## src/rtl/counter_nbit_ud_pkg.sv

```systemverilog
// Shared definitions for the counter primitive family: mode/direction
// encodings and the single-step next-count function.
package counter_pkg;

  localparam int   CNT_WRAP  = 0;
  localparam int   CNT_SAT   = 1;
  localparam logic DIR_UP    = 1'b1;
  localparam logic DIR_DN    = 1'b0;

  // Widest supported counter; the step math runs one bit wider so that a
  // modulus of 2**CNT_MAX_W is still representable.
  localparam int   CNT_MAX_W = 32;

  typedef logic [CNT_MAX_W:0] cnt_wide_t;

  typedef struct packed {
    cnt_wide_t next;
    logic      term;
  } cnt_step_t;

  // One enabled step in the given direction; term flags a wrap or a
  // blocked step at a bound.
  function automatic cnt_step_t cnt_step(input cnt_wide_t count,
                                         input logic      up_dn,
                                         input cnt_wide_t modulus,
                                         input logic      saturate);
    cnt_step_t r;
    cnt_wide_t last;
    last   = modulus - 33'd1;
    r.next = count;
    r.term = 1'b0;
    if (up_dn == DIR_UP) begin
      if (count >= last) begin
        r.term = 1'b1;
        if (saturate) begin
          r.next = count;
        end else begin
          r.next = 33'd0;
        end
      end else begin
        r.next = count + 33'd1;
      end
    end else begin
      if (count == 33'd0) begin
        r.term = 1'b1;
        if (saturate) begin
          r.next = count;
        end else begin
          r.next = last;
        end
      end else begin
        r.next = count - 33'd1;
      end
    end
    return r;
  endfunction

endpackage

```

## src/rtl/counter_nbit_ud_if.sv

```systemverilog
// Control/status bundle of the up/down counter. The master side drives the
// controls and observes the count; the counter itself is the slave.
interface counter_nbit_ud_if #(
  parameter int WIDTH = 5
);
  logic             en;
  logic             up_dn;
  logic             clr;
  logic             load;
  logic [WIDTH-1:0] load_val;
  logic [WIDTH-1:0] out;
  logic             tc;
  logic             load_err;

  modport master (
    output en, up_dn, clr, load, load_val,
    input  out, tc, load_err
  );

  modport slave (
    input  en, up_dn, clr, load, load_val,
    output out, tc, load_err
  );
endinterface

```

## src/rtl/counter_nbit_ud_next_val.sv

```systemverilog
// Combinational next-count generator: one step up or down from the current
// count, wrapping or saturating at the bounds.
module counter_next_val
  import counter_pkg::*;
#(
  parameter int              WIDTH    = 5,
  parameter longint unsigned MODULUS  = 32,
  parameter int              SATURATE = CNT_WRAP
) (
  input  logic [WIDTH-1:0] count,
  input  logic             up_dn,
  output logic [WIDTH-1:0] next_cnt,
  output logic             wrap
);

  localparam cnt_wide_t MOD_W = cnt_wide_t'(MODULUS);
  localparam logic      SAT_B = (SATURATE == CNT_SAT) ? 1'b1 : 1'b0;

  cnt_wide_t count_w_s;
  cnt_step_t step_s;

  // Widen the count, take one step, and narrow the result back.
  always_comb begin
    count_w_s = cnt_wide_t'(count);
    step_s    = cnt_step(count_w_s, up_dn, MOD_W, SAT_B);
    next_cnt  = step_s.next[WIDTH-1:0];
    wrap      = step_s.term;
  end

endmodule

```

## src/rtl/counter_nbit_ud.sv

```systemverilog
// Parametrised up/down counter with clear, parallel load, enable,
// wrap/saturate mode, terminal-count pulse and load range error pulse.
module counter_nbit_ud
  import counter_pkg::*;
#(
  parameter int              WIDTH    = 5,
  parameter longint unsigned MODULUS  = 32,
  parameter int              SATURATE = CNT_WRAP,
  parameter longint unsigned RST_VAL  = 0
) (
  input  logic              clk,
  input  logic              rstn,
  counter_nbit_ud_if.slave  bus
);

  // Reject illegal parameter sets at elaboration.
  if (WIDTH < 2 || WIDTH > CNT_MAX_W) begin : g_bad_width
    $error("counter_nbit_ud: WIDTH must be in 2..32");
  end
  if (MODULUS < 64'd2 || MODULUS > (64'd1 << WIDTH)) begin : g_bad_modulus
    $error("counter_nbit_ud: MODULUS must be in 2..2**WIDTH");
  end
  if (RST_VAL >= MODULUS) begin : g_bad_rst_val
    $error("counter_nbit_ud: RST_VAL must be below MODULUS");
  end
  if (SATURATE != CNT_WRAP && SATURATE != CNT_SAT) begin : g_bad_mode
    $error("counter_nbit_ud: SATURATE must be 0 or 1");
  end

  // Modulus kept one bit wider than the count so 2**WIDTH fits.
  localparam logic [WIDTH:0]   MOD_P    = (WIDTH+1)'(MODULUS);
  localparam logic [WIDTH-1:0] LAST_VAL = WIDTH'(MODULUS - 64'd1);
  localparam logic [WIDTH-1:0] RST_V    = WIDTH'(RST_VAL);

  logic [WIDTH-1:0] out_r;
  logic             tc_r;
  logic             load_err_r;
  logic [WIDTH-1:0] out_nxt_s;
  logic             tc_nxt_s;
  logic             err_nxt_s;
  logic [WIDTH-1:0] step_nxt_s;
  logic             step_wrap_s;
  logic             load_oor_s;

  counter_next_val #(
    .WIDTH    (WIDTH),
    .MODULUS  (MODULUS),
    .SATURATE (SATURATE)
  ) u_next (
    .count    (out_r),
    .up_dn    (bus.up_dn),
    .next_cnt (step_nxt_s),
    .wrap     (step_wrap_s)
  );

  assign load_oor_s = ({1'b0, bus.load_val} >= MOD_P);

  // Priority selection of the next state: clr > load > en > hold.
  always_comb begin
    out_nxt_s = out_r;
    tc_nxt_s  = 1'b0;
    err_nxt_s = 1'b0;
    if (bus.clr) begin
      out_nxt_s = RST_V;
    end else if (bus.load) begin
      if (load_oor_s) begin
        out_nxt_s = LAST_VAL;
        err_nxt_s = 1'b1;
      end else begin
        out_nxt_s = bus.load_val;
      end
    end else if (bus.en) begin
      out_nxt_s = step_nxt_s;
      tc_nxt_s  = step_wrap_s;
    end else begin
      out_nxt_s = out_r;
    end
  end

  // Count and pulse registers, asynchronously forced on reset.
  always_ff @(posedge clk or negedge rstn) begin
    if (!rstn) begin
      out_r      <= RST_V;
      tc_r       <= 1'b0;
      load_err_r <= 1'b0;
    end else begin
      out_r      <= out_nxt_s;
      tc_r       <= tc_nxt_s;
      load_err_r <= err_nxt_s;
    end
  end

  assign bus.out      = out_r;
  assign bus.tc       = tc_r;
  assign bus.load_err = load_err_r;

endmodule

```

## src/flat_wrapper.sv

```systemverilog
// flat-port wrapper written by rule: the top's interface ports become plain ports
module counter_nbit_ud_flat import counter_pkg::*;
#(
  parameter int              WIDTH    = 5,
  parameter longint unsigned MODULUS  = 32,
  parameter int              SATURATE = CNT_WRAP,
  parameter longint unsigned RST_VAL  = 0
)
  (clk, rstn, bus_en, bus_up_dn, bus_clr, bus_load, bus_load_val, bus_out, bus_tc, bus_load_err);
  counter_nbit_ud_if #(.WIDTH(WIDTH)) bus_i ();
  input  logic clk;
  input  logic rstn;
  input wire logic [$bits(bus_i.en)-1:0] bus_en;
  input wire logic [$bits(bus_i.up_dn)-1:0] bus_up_dn;
  input wire logic [$bits(bus_i.clr)-1:0] bus_clr;
  input wire logic [$bits(bus_i.load)-1:0] bus_load;
  input wire logic [$bits(bus_i.load_val)-1:0] bus_load_val;
  output wire logic [$bits(bus_i.out)-1:0] bus_out;
  output wire logic [$bits(bus_i.tc)-1:0] bus_tc;
  output wire logic [$bits(bus_i.load_err)-1:0] bus_load_err;
  assign bus_i.en = bus_en;
  assign bus_i.up_dn = bus_up_dn;
  assign bus_i.clr = bus_clr;
  assign bus_i.load = bus_load;
  assign bus_i.load_val = bus_load_val;
  assign bus_out = bus_i.out;
  assign bus_tc = bus_i.tc;
  assign bus_load_err = bus_i.load_err;
  counter_nbit_ud #(.WIDTH(WIDTH), .MODULUS(MODULUS), .SATURATE(SATURATE), .RST_VAL(RST_VAL)) u_core (.clk(clk), .rstn(rstn), .bus(bus_i));
endmodule
```

## config.mk

```make
export PLATFORM = sky130hd
export DESIGN_NAME = counter_nbit_ud_flat
export DESIGN_NICKNAME = d
export VERILOG_FILES = /design/src/rtl/counter_nbit_ud_pkg.sv /design/src/rtl/counter_nbit_ud_if.sv /design/src/rtl/counter_nbit_ud_next_val.sv /design/src/rtl/counter_nbit_ud.sv /design/src/flat_wrapper.sv
export SDC_FILE = /design/constraint.sdc
export NUM_CORES = 1
export LEC_CHECK = 0
export CORE_AREA = 3 3 40 42
export CTS_BUF_LIST = sky130_fd_sc_hd__clkbuf_8
export CTS_CLUSTER_DIAMETER = 200
export DETAILED_ROUTE_END_ITERATION = 7
export DIE_AREA = 0 0 43 45
export PLACE_DENSITY_LB_ADDON = 0.15
export SYNTH_ARGS = -nofsm -noshare
export SYNTH_HDL_FRONTEND = slang
export SYNTH_SLANG_ARGS = --single-unit
export TNS_END_PERCENT = 100
```

## constraint.sdc

```tcl
create_clock -name clk -period 2.39 [get_ports clk]
set_input_delay 0.3585 -clock clk [delete_from_list [all_inputs] [get_ports clk]]
set_output_delay 0.3585 -clock clk [all_outputs]
set_load 0.005 [all_outputs]
```

==> flow_summary.yaml <==
layout:
  regArea_um2: 150
  fillers: 123
  antenna_cells: 0
  nNetsFinal: 99
  area_delta_synth_final_pct: 34.2
  drive_above_1_share_pct: 13.3
  multiInputGateArea_um2: 342
timing:
  setup_viol: 0
  whs_ps: 376
  fin_crit_ps: 1780
  tns_ps: 0
  fin_skew_ps: 1.74
  fin_ws_ps: 610
  finalHoldViolCount: 0
  timing.final.crit_share_pct: 74.5
  rsz0062_at_grt: "false"
  maxSlewViolCount: 0
  fmax_mhz: 562
die:
  initial_utilization_pct: 43.2
  core_um2: 1280
  rows: 13
  ios: 18
  die_area_um2: 1940
  chipWidth_um: 43
  die_y_um: 45
placement:
  pre_cts_ws_ps: 578
  place.gp.congestion: 0.904
  hpwl_um: 1030
  numPortBuffers: 16
grt:
  grt_pass1_wl_um: 1990
  grt_max_degree: 12
  grt_overflow: 0
  antenna_found_initial: 0
  grt_use_total_pct: 14.5
  first_global_vias: 471
route:
  drtIter0Drc: 14
  drt_wl_total_um: 1310
  antenna_left: 0
  first_pass_iters: 4
  drc: 0
  via_count: 551
  viasPerCell: 5.62
  wire_per_inst_um: 13.3
synth:
  avgSynthCellArea_um2: 8.29
  synth_ff_type: "dfrtp_1"
  synth_top_cell_area_share_pct: 27.0
  synth.distinct_cells: 33
  netlist_instances: 67
  yosys.area.top_type: "dfrtp_1"
  ys_ff_latch: 6
  synth_nets: 81
  synth_edf_count: 0
  async_reset_ff_share_pct: 100
  synth_area_leaders: "dfrtp_1, a21oi_1, ha_1, buf_6, inv_1"
  yosysWarnings: 0
  ys_seq_area_share_pct: 27.0
  syn_area_um2: 556
worst_setup_path:
  arrival_ps: 1910
  crit_top_cell: "ha_1"
  crit_required_ps: 2520
  critPathCaptureType: "register"
  start_kind: "register"
  max_stage_delay_ps: 460
  critPathSlowestCell: "dfrtp_1"
  worstSetupPathType: "register to register"
  path_cells: "ha_1 -> and3_2 -> ha_1 -> a31oi_1 -> o2111ai_1 -> a21oi_1"
  critPathMaxFanout: 7
run:
  maxCapViolCount: 0
run_status:
  outcome: "completed"
clock_tree:
  cts_resized: 0
  clk_latency_ps: 220
  htree_num_levels: 1
  tritoncts: "built"
  postCtsSetupBuffers: 0
  clkSinkCount: 6
  clkTransAtPathRegs_ps: 40
  cts-hold-fix-buffers: 0
  clock_path_buffers: 2
  cts_inserted_buffers: 3
  cts_root_buffer: "clkbuf_8"
min_path:
  min_path_type: "primary input to asynchronous set/reset pin"
power_and_ir_drop:
  p_per_area_nw_per_um2: 512
  peakVddDrop_mv: 0.171
  p_leak_uw: 0.000330
==> placed cells by master (no fill, tap or decap), types with 2 or more instances in the layout <==
cell type	Yosys	final
nand2_1	5	5
a31oi_1	3	3
dfrtp_1	6	6
o31ai_1	3	3
clkdlybuf4s50_1	0	16
inv_1	6	6
xnor2_1	2	2
ha_1	3	3
a21oi_1	8	8
and3_2	2	2
nor2_1	3	3
clkbuf_8	0	3
o22ai_1	2	2
==> kinds of logic (layout without fill, tap and decap cells) <==
family | after synthesis | in the layout | synth area share, %
AOI/OAI and AO/OA | 22 | 22 | 26.1
xor gates and xnor gates | 2 | 2 | 3.15
adders and majority gates | 3 | 3 | 6.76
buffers and inverters | 11 | 27 | 11.5
DFF | 6 | 6 | 27.0
muxes | 1 | 1 | 1.80
other | 1 | 1 | 0.675
and+or+nand+nor | 21 | 21 | 23.0
==> sequential cells by signal, indices dropped and copies added, names as in the netlist <==
register / count
u_core.bus.out: 5
u_core.bus.tc: 1
==> per-stage QoR <==
stage | util (%) | cell area, um2 | std cells | power, uW
after floorplan | - | 556 | 67 | 186
after global placement | 54.8 | 704 | 95 | 231
after detailed placement | 54.8 | 704 | 95 | 232
after CTS | 58.0 | 746 | 98 | 386
after global routing | 58.0 | 746 | 98 | 405
final | 58.0 | 746 | 98 | 382
==> worst max-delay path: cells and delay by family (launching register included) <==
kind                       cells  cell delay, ps
and+or+nand+nor                1             210
AOI/OAI and AO/OA              3             610
DFF                            1             460
adders and majority gates      2             420
==> layer usage <==
metal | vias to the layer above | part of all wire [%] | GRT usage (%)
li1 | 270 | - | -
met1 | 252 | 41 | 17.2
met2 | 27 | 49 | 22.2
met3 | 2 | 8.6 | 4.38
met4 | 0 | 1.2 | 10.8
met5 | - | 0 | 0
==> Yosys cell counts (all sizes together) (2+ instances only) <==
library cell	instances
nand2	5
a21oi	8
inv	7
nor2	4
a31oi	3
and3	4
ha	3
dfrtp	6
xnor2	2
buf	4
o31ai	3
o22ai	2
==> cell type report <==
cell class                      count  area share, %
Clock buffer                        3           5.54
Inverter                            7           3.52
Multi-Input combinational cell     50           45.8
Sequential cell                     6           20.1
Tap cell                           15           2.52
Timing Repair Buffer               17           22.5
==> report_power, final <==
part           leakage, uW  total [uW]  internal [uW]  switching [uW]
Combinational     0.000229         106           59.1            46.4
Clock            0.0000216         150            108            42.3
Sequential       0.0000794         126            109            16.2
==> worst paths after layout <==
path	cells past startpoint	endpoint	from	slack, ps
max	6	u_core.bus.out[2]$_DFFE_PN0P_	u_core.bus.out[1]$_DFFE_PN0P_	610
min	1	u_core.bus.out[3]$_DFFE_PN0P_	rstn	380
max reg2reg	6	u_core.bus.out[2]$_DFFE_PN0P_	u_core.bus.out[1]$_DFFE_PN0P_	610
min reg2reg	3	u_core.bus.out[0]$_DFFE_PN0P_	u_core.bus.out[0]$_DFFE_PN0P_	740
max in group asynchronous	1	u_core.bus.out[0]$_DFFE_PN0P_	rstn	1800
min in group clk	3	u_core.bus.out[0]$_DFFE_PN0P_	u_core.bus.out[0]$_DFFE_PN0P_	740
(Power assumes the default switching activity.)
